--- src/rtl/vga_timing_gen.sv ---
// rtl/vga_timing_gen.sv - 640x480 raster timing generator with sync delay line, frame strobe and game tick
module vga_timing_gen #(
    parameter int H_VISIBLE   = 640,
    parameter int H_FRONT     = 16,
    parameter int H_SYNC      = 96,
    parameter int H_BACK      = 48,
    parameter int V_VISIBLE   = 480,
    parameter int V_FRONT     = 10,
    parameter int V_SYNC      = 2,
    parameter int V_BACK      = 33,
    parameter int PIPE_DELAY  = 1,
    parameter int TICK_FRAMES = 4
) (
    input  logic        vga_clk,
    input  logic        reset_n,
    output logic [9:0]  DrawX,
    output logic [9:0]  DrawY,
    output logic        blank,
    output logic        hs,
    output logic        vs,
    output logic        hs_d,
    output logic        vs_d,
    output logic        frame_start,
    output logic        tick,
    output logic [15:0] frame_count
);

    localparam int H_TOTAL = H_VISIBLE + H_FRONT + H_SYNC + H_BACK;
    localparam int V_TOTAL = V_VISIBLE + V_FRONT + V_SYNC + V_BACK;

    localparam logic [9:0]  H_LAST    = 10'(H_TOTAL - 1);
    localparam logic [9:0]  V_LAST    = 10'(V_TOTAL - 1);
    // 11-bit bounds so a window ending exactly at 1024 still compares correctly
    localparam logic [10:0] H_VIS_END = 11'(H_VISIBLE);
    localparam logic [10:0] HS_BEG    = 11'(H_VISIBLE + H_FRONT);
    localparam logic [10:0] HS_END    = 11'(H_VISIBLE + H_FRONT + H_SYNC);
    localparam logic [10:0] V_VIS_END = 11'(V_VISIBLE);
    localparam logic [10:0] VS_BEG    = 11'(V_VISIBLE + V_FRONT);
    localparam logic [10:0] VS_END    = 11'(V_VISIBLE + V_FRONT + V_SYNC);
    localparam logic [15:0] TICK_LAST = 16'(TICK_FRAMES - 1);

    logic [9:0]  x_next;
    logic [9:0]  y_next;
    logic        fs_next;
    logic [15:0] tick_cnt;
    logic [15:0] tick_cnt_next;

    // Next raster position and tick phase; outputs are decoded from these so
    // every registered output describes the same pixel.
    always_comb begin
        x_next        = (DrawX == H_LAST) ? 10'd0 : DrawX + 10'd1;
        y_next        = DrawY;
        tick_cnt_next = tick_cnt;
        if (DrawX == H_LAST) begin
            y_next = (DrawY == V_LAST) ? 10'd0 : DrawY + 10'd1;
        end
        fs_next = (x_next == 10'd0) && (y_next == 10'd0);
        if (fs_next) begin
            tick_cnt_next = (tick_cnt == TICK_LAST) ? 16'd0 : tick_cnt + 16'd1;
        end
    end

    // Raster counters and registered decodes; reset parks on the last pixel
    // of the frame before frame 0.
    always_ff @(posedge vga_clk or negedge reset_n) begin
        if (!reset_n) begin
            DrawX       <= H_LAST;
            DrawY       <= V_LAST;
            blank       <= 1'b0;
            hs          <= 1'b1;
            vs          <= 1'b1;
            frame_start <= 1'b0;
            tick        <= 1'b0;
            tick_cnt    <= TICK_LAST;
            frame_count <= 16'hFFFF;
        end else begin
            DrawX       <= x_next;
            DrawY       <= y_next;
            blank       <= ({1'b0, x_next} < H_VIS_END) && ({1'b0, y_next} < V_VIS_END);
            hs          <= !(({1'b0, x_next} >= HS_BEG) && ({1'b0, x_next} < HS_END));
            vs          <= !(({1'b0, y_next} >= VS_BEG) && ({1'b0, y_next} < VS_END));
            frame_start <= fs_next;
            tick        <= fs_next && (tick_cnt_next == 16'd0);
            tick_cnt    <= tick_cnt_next;
            if (fs_next) begin
                frame_count <= frame_count + 16'd1;
            end
        end
    end

    generate
        if (PIPE_DELAY == 0) begin : g_no_delay
            assign hs_d = hs;
            assign vs_d = vs;
        end else begin : g_delay
            logic [PIPE_DELAY-1:0] hs_sr;
            logic [PIPE_DELAY-1:0] vs_sr;

            // Sync delay line matching the renderer colour latency; reset
            // flushes any partially shifted history to the inactive level.
            always_ff @(posedge vga_clk or negedge reset_n) begin
                if (!reset_n) begin
                    hs_sr <= '1;
                    vs_sr <= '1;
                end else begin
                    hs_sr[0] <= hs;
                    vs_sr[0] <= vs;
                    for (int i = 1; i < PIPE_DELAY; i++) begin
                        hs_sr[i] <= hs_sr[i-1];
                        vs_sr[i] <= vs_sr[i-1];
                    end
                end
            end

            assign hs_d = hs_sr[PIPE_DELAY-1];
            assign vs_d = vs_sr[PIPE_DELAY-1];
        end
    endgenerate

endmodule

--- config.mk ---
export PLATFORM = sky130hd
export DESIGN_NAME = vga_timing_gen
export DESIGN_NICKNAME = d
export VERILOG_FILES = /design/src/rtl/vga_timing_gen.sv
export SDC_FILE = /design/constraint.sdc
export NUM_CORES = 1
export LEC_CHECK = 0
export CAP_MARGIN = 20
export CORE_UTILIZATION = 60
export CTS_CLUSTER_SIZE = 30
export DETAILED_ROUTE_END_ITERATION = 6
export PLACE_DENSITY = 0.85
export SYNTH_ARGS = -nofsm -noshare
export SYNTH_HDL_FRONTEND = slang
export SYNTH_SLANG_ARGS = --single-unit
export TNS_END_PERCENT = 10
--- constraint.sdc ---
create_clock -name vga_clk -period 9 [get_ports vga_clk]
set_input_delay 1.8 -clock vga_clk [delete_from_list [all_inputs] [get_ports vga_clk]]
set_output_delay 1.8 -clock vga_clk [all_outputs]
set_load 0.03 [all_outputs]
==> impl_metrics.json <==
{
  "final_cell_mix": "sky130_fd_sc_hd__clkdlybuf4s50_1 (43), sky130_fd_sc_hd__dfstp_2 (32), sky130_fd_sc_hd__nand2_1 (29)",
  "finalCoreUtilization_pct": 73.5,
  "cts_root_buffer": "sky130_fd_sc_hd__clkbuf_8",
  "setup_violators_final": 0,
  "power.density_cell_area_nw_per_um2": 128,
  "clock_tree.buffer_depth": 2,
  "nFillCells": 420,
  "timing.hold.ws_ps": 367,
  "tritoncts_num_sinks": 59,
  "ys_async_sr_fraction_pct": 100,
  "fin_worst_skew_ps": 8.92,
  "grt_usage_pct": 27.5,
  "numPlacedInstances": 448,
  "final_antenna_net_count": 0,
  "core_area_um2": 5470,
  "layout_min_cycle_time_ps": 3680,
  "timing.final.hold_violations": 0,
  "worstHoldPathType": "reg2reg",
  "static-leakage-power_nw": 1.54,
  "drv_cap": 0,
  "outcome": "completed",
  "initialDrtViolationCount": 247,
  "drive_gt1_share_pct": 15.8,
  "via_per_inst": 6.22,
  "synth_edf_count": 0,
  "crit_path_cell_trace": "ha_1, and4_1, nand3_4, nor4_1, xnor2_1, nand4b_1, or2_4, inv_1, nand2_1, o31ai_1",
  "postSynth.topFlopCell": "sky130_fd_sc_hd__dfstp_2",
  "seqPwrFrac_pct": 51.8,
  "h-tree-depth": 3,
  "worst_ep_arrival_time_ps": 3920,
  "postSynthRegisterBits": 59,
  "critical_path.max_stage_delay_ps": 590,
  "tritoncts": "built",
  "via_count_of_the_first_global_routing_pass": 2749,
  "detail_route.first_pass.iterations": 4,
  "antenna_cell_count": 0,
  "count_of_pins_over_their_slew_limit": 0,
  "power_switching_mw": 0.111,
  "combinationalPowerShare_pct": 1.0,
  "grt_setup_unrepaired": "false",
  "finalCritPeriodShare_pct": 40.9,
  "die_y_um": 77.3,
  "boundary_pin_count": 45,
  "grt_start_max_net_pins": 60,
  "vdd_drop_max_uv": 97.8,
  "power.clock.fraction_pct": 47.1,
  "buffers_inserted_during_post_cts_setup_optimization": 0,
  "worst-setup-path-type": "reg2reg",
  "ys_seq_area_share_pct": 44.6,
  "layout_commonest_cell": "sky130_fd_sc_hd__clkdlybuf4s50_1",
  "timing.critical_path.from_type": "register",
  "synth_fp_nets": 358,
  "die_area_um2": 5970,
  "total_power_mw": 0.513,
  "worstSkewPairLatency_ps": 350,
  "gp_routability_congestion": 0.891,
  "post_cts_resize_count": 0,
  "die_w_um": 77.3,
  "number_of_antenna_violations_at_the_first_check_in_global_routing": 0,
  "timing.max_slew.rel_slack_pct": 49.4,
  "detailed_route_wire_length_per_cell_um": 16.3,
  "number_of_instances_in_the_synthesized_netlist": 350,
  "worst_pin_slew_ps": 755,
  "post_synth.cell_area_avg_um2": 9.71,
  "detail_route.drc_violations": 0,
  "clkSlewWorstSetupHoldPaths_ps": 70,
  "fin_nets": 395,
  "sw_frac_of_total_pct": 21.7,
  "worst_ep_required_time_ps": 9240,
  "grt_first_pass_wirelength_mm": 12.9,
  "crit_path_max_fanout": 23,
  "hpwlAfterDp_mm": 5.18,
  "floorplan.initialDensity_pct": 62.1,
  "syn_area_um2": 3400,
  "clock.fmax_mhz": 272,
  "synth_warnings": 0,
  "final.setup.tns_ps": 0,
  "synth_cell_types": 60,
  "gr-total-overflow": 0,
  "crit_path_top_delay_cell": "sky130_fd_sc_hd__dfstp_2",
  "vias_after_detailed_routing": 2888,
  "internal-power_mw": 0.402,
  "cts_hold_repair.buffers": 0,
  "numCtsBuffers": 9,
  "finalWirelength_mm": 7.58,
  "core.rowCount": 27,
  "finish.cell_count_without_fillers": 464,
  "areaGrowthSynthToFinish_pct": 18.4,
  "number_of_buffers_added_on_ports": 44,
  "endpoint_kind": "register"
}
## final timing paths
path	depth (start not counted)	slack (ps)	startpoint	endpoint
min in group asynchronous	2	1580	reset_n	DrawY[4]
max in group asynchronous	2	6930	reset_n	tick_cnt[12]
worst max register to register	10	5320	DrawX[0]	tick_cnt[2]
worst max-delay path	10	5320	DrawX[0]	tick_cnt[2]
worst min register to register	0	370	hs	hs_d
worst min-delay path	0	370	hs	hs_d
## per-stage QoR
stage / instance area, um2 / setup WS (ps)
floorplan: 3400 / 5850
global placement: 3830 / 5520
detailed placement: 3830 / 5360
CTS: 4020 / 5330
global route: 4020 / 5050
finish: 4020 / 5320
## cells by family (layout without fill, tap and decap cells)
logic type | Yosys count | count (layout) | synth area share [%]
flops | 59 | 59 | 44.6
fa+ha+maj | 6 | 6 | 2.21
mux | 2 | 2 | 0.626
compound gates | 69 | 69 | 13.3
simple gates | 147 | 147 | 26.1
xor+xnor | 34 | 34 | 8.76
buf+inv | 33 | 75 | 4.38
## power groups by stage
| stage | combinational [mW] | sequential (mW) | clock, mW |
|---|---|---|---|
| 6_report | 0.00525 | 0.266 | 0.242 |
| 5_1_grt | 0.00636 | 0.266 | 0.254 |
| 2_1_floorplan | 0.000000647 | 0.270 | 0 |
| 3_5_place_dp | 0.00560 | 0.270 | 0 |
| 3_3_place_gp | 0.00549 | 0.270 | 0 |
| 4_1_cts | 0.00560 | 0.266 | 0.243 |
## registers in the layout (all words and copies together) (netlist names)
signal,count
DrawX,10
DrawY,10
blank,1
frame_count,16
frame_start,1
hs,1
hs_d,1
tick,1
tick_cnt,16
vs,1
vs_d,1
## worst max-delay path: cells and delay by family, from the launching register on
kind | cells | cell delay [ps]
adder cells (fa/ha/maj) | 1 | 270
flip-flops | 1 | 590
AO/OA/AOI/OAI | 1 | 280
AND/OR/NAND/NOR | 6 | 1910
buffers and inverters | 1 | 280
XOR/XNOR | 1 | 250
## synth_stat cells, types with 2 or more instances
cell type / n / area share, %
sky130_fd_sc_hd__buf_2: 6 / 0.88
sky130_fd_sc_hd__inv_1: 14 / 1.5
sky130_fd_sc_hd__dfstp_2: 32 / 25
sky130_fd_sc_hd__nor2b_1: 2 / 0.37
sky130_fd_sc_hd__ha_1: 6 / 2.2
sky130_fd_sc_hd__o31a_1: 4 / 1.0
sky130_fd_sc_hd__buf_4: 2 / 0.44
sky130_fd_sc_hd__o21ai_1: 6 / 0.88
sky130_fd_sc_hd__and2_1: 3 / 0.55
sky130_fd_sc_hd__and4_1: 6 / 1.5
sky130_fd_sc_hd__nor4_1: 12 / 2.2
sky130_fd_sc_hd__clkbuf_1: 8 / 0.88
sky130_fd_sc_hd__a21oi_1: 11 / 1.6
sky130_fd_sc_hd__dfrtp_1: 27 / 20
sky130_fd_sc_hd__o2111ai_1: 2 / 0.52
sky130_fd_sc_hd__nand2b_1: 4 / 0.74
sky130_fd_sc_hd__nor2_1: 15 / 1.7
sky130_fd_sc_hd__nor3_1: 11 / 1.6
sky130_fd_sc_hd__clkbuf_2: 2 / 0.29
sky130_fd_sc_hd__a41oi_1: 2 / 0.52
sky130_fd_sc_hd__nor4_2: 2 / 0.74
sky130_fd_sc_hd__xor2_1: 14 / 3.6
sky130_fd_sc_hd__o41ai_1: 2 / 0.52
sky130_fd_sc_hd__a211oi_1: 5 / 1.1
sky130_fd_sc_hd__nand4_1: 17 / 3.1
sky130_fd_sc_hd__o31ai_1: 10 / 2.2
sky130_fd_sc_hd__o21ai_0: 15 / 2.2
sky130_fd_sc_hd__and3_1: 9 / 1.7
sky130_fd_sc_hd__a31oi_1: 5 / 0.92
sky130_fd_sc_hd__nor3b_1: 2 / 0.44
sky130_fd_sc_hd__xnor2_1: 20 / 5.2
sky130_fd_sc_hd__nand4b_1: 2 / 0.52
sky130_fd_sc_hd__nand2_1: 29 / 3.2
sky130_fd_sc_hd__nand3_1: 17 / 2.5
## layout make-up
type                       count  area (um2)  area share, %
multi-input combinational    258        1730           43.1
sequential                    59        1520           37.7
timing repair buffer          45         443           11.0
clock buffer                  14         153           3.79
tap                           72        90.1           2.24
inverter                      14        52.6           1.31
clock inverter                 2        35.0          0.871
## per-layer routing
metal / share of wire (%) / track usage [%] / vias up
met4: 2.8 / 15.1 / 0
met3: 6.1 / 4.05 / 24
met1: 44 / 35.5 / 1360
li1: - / - / 1366
met5: 0 / 0 / -
met2: 47 / 44.2 / 138
No activity file was read; power rests on OpenSTA's default activity.
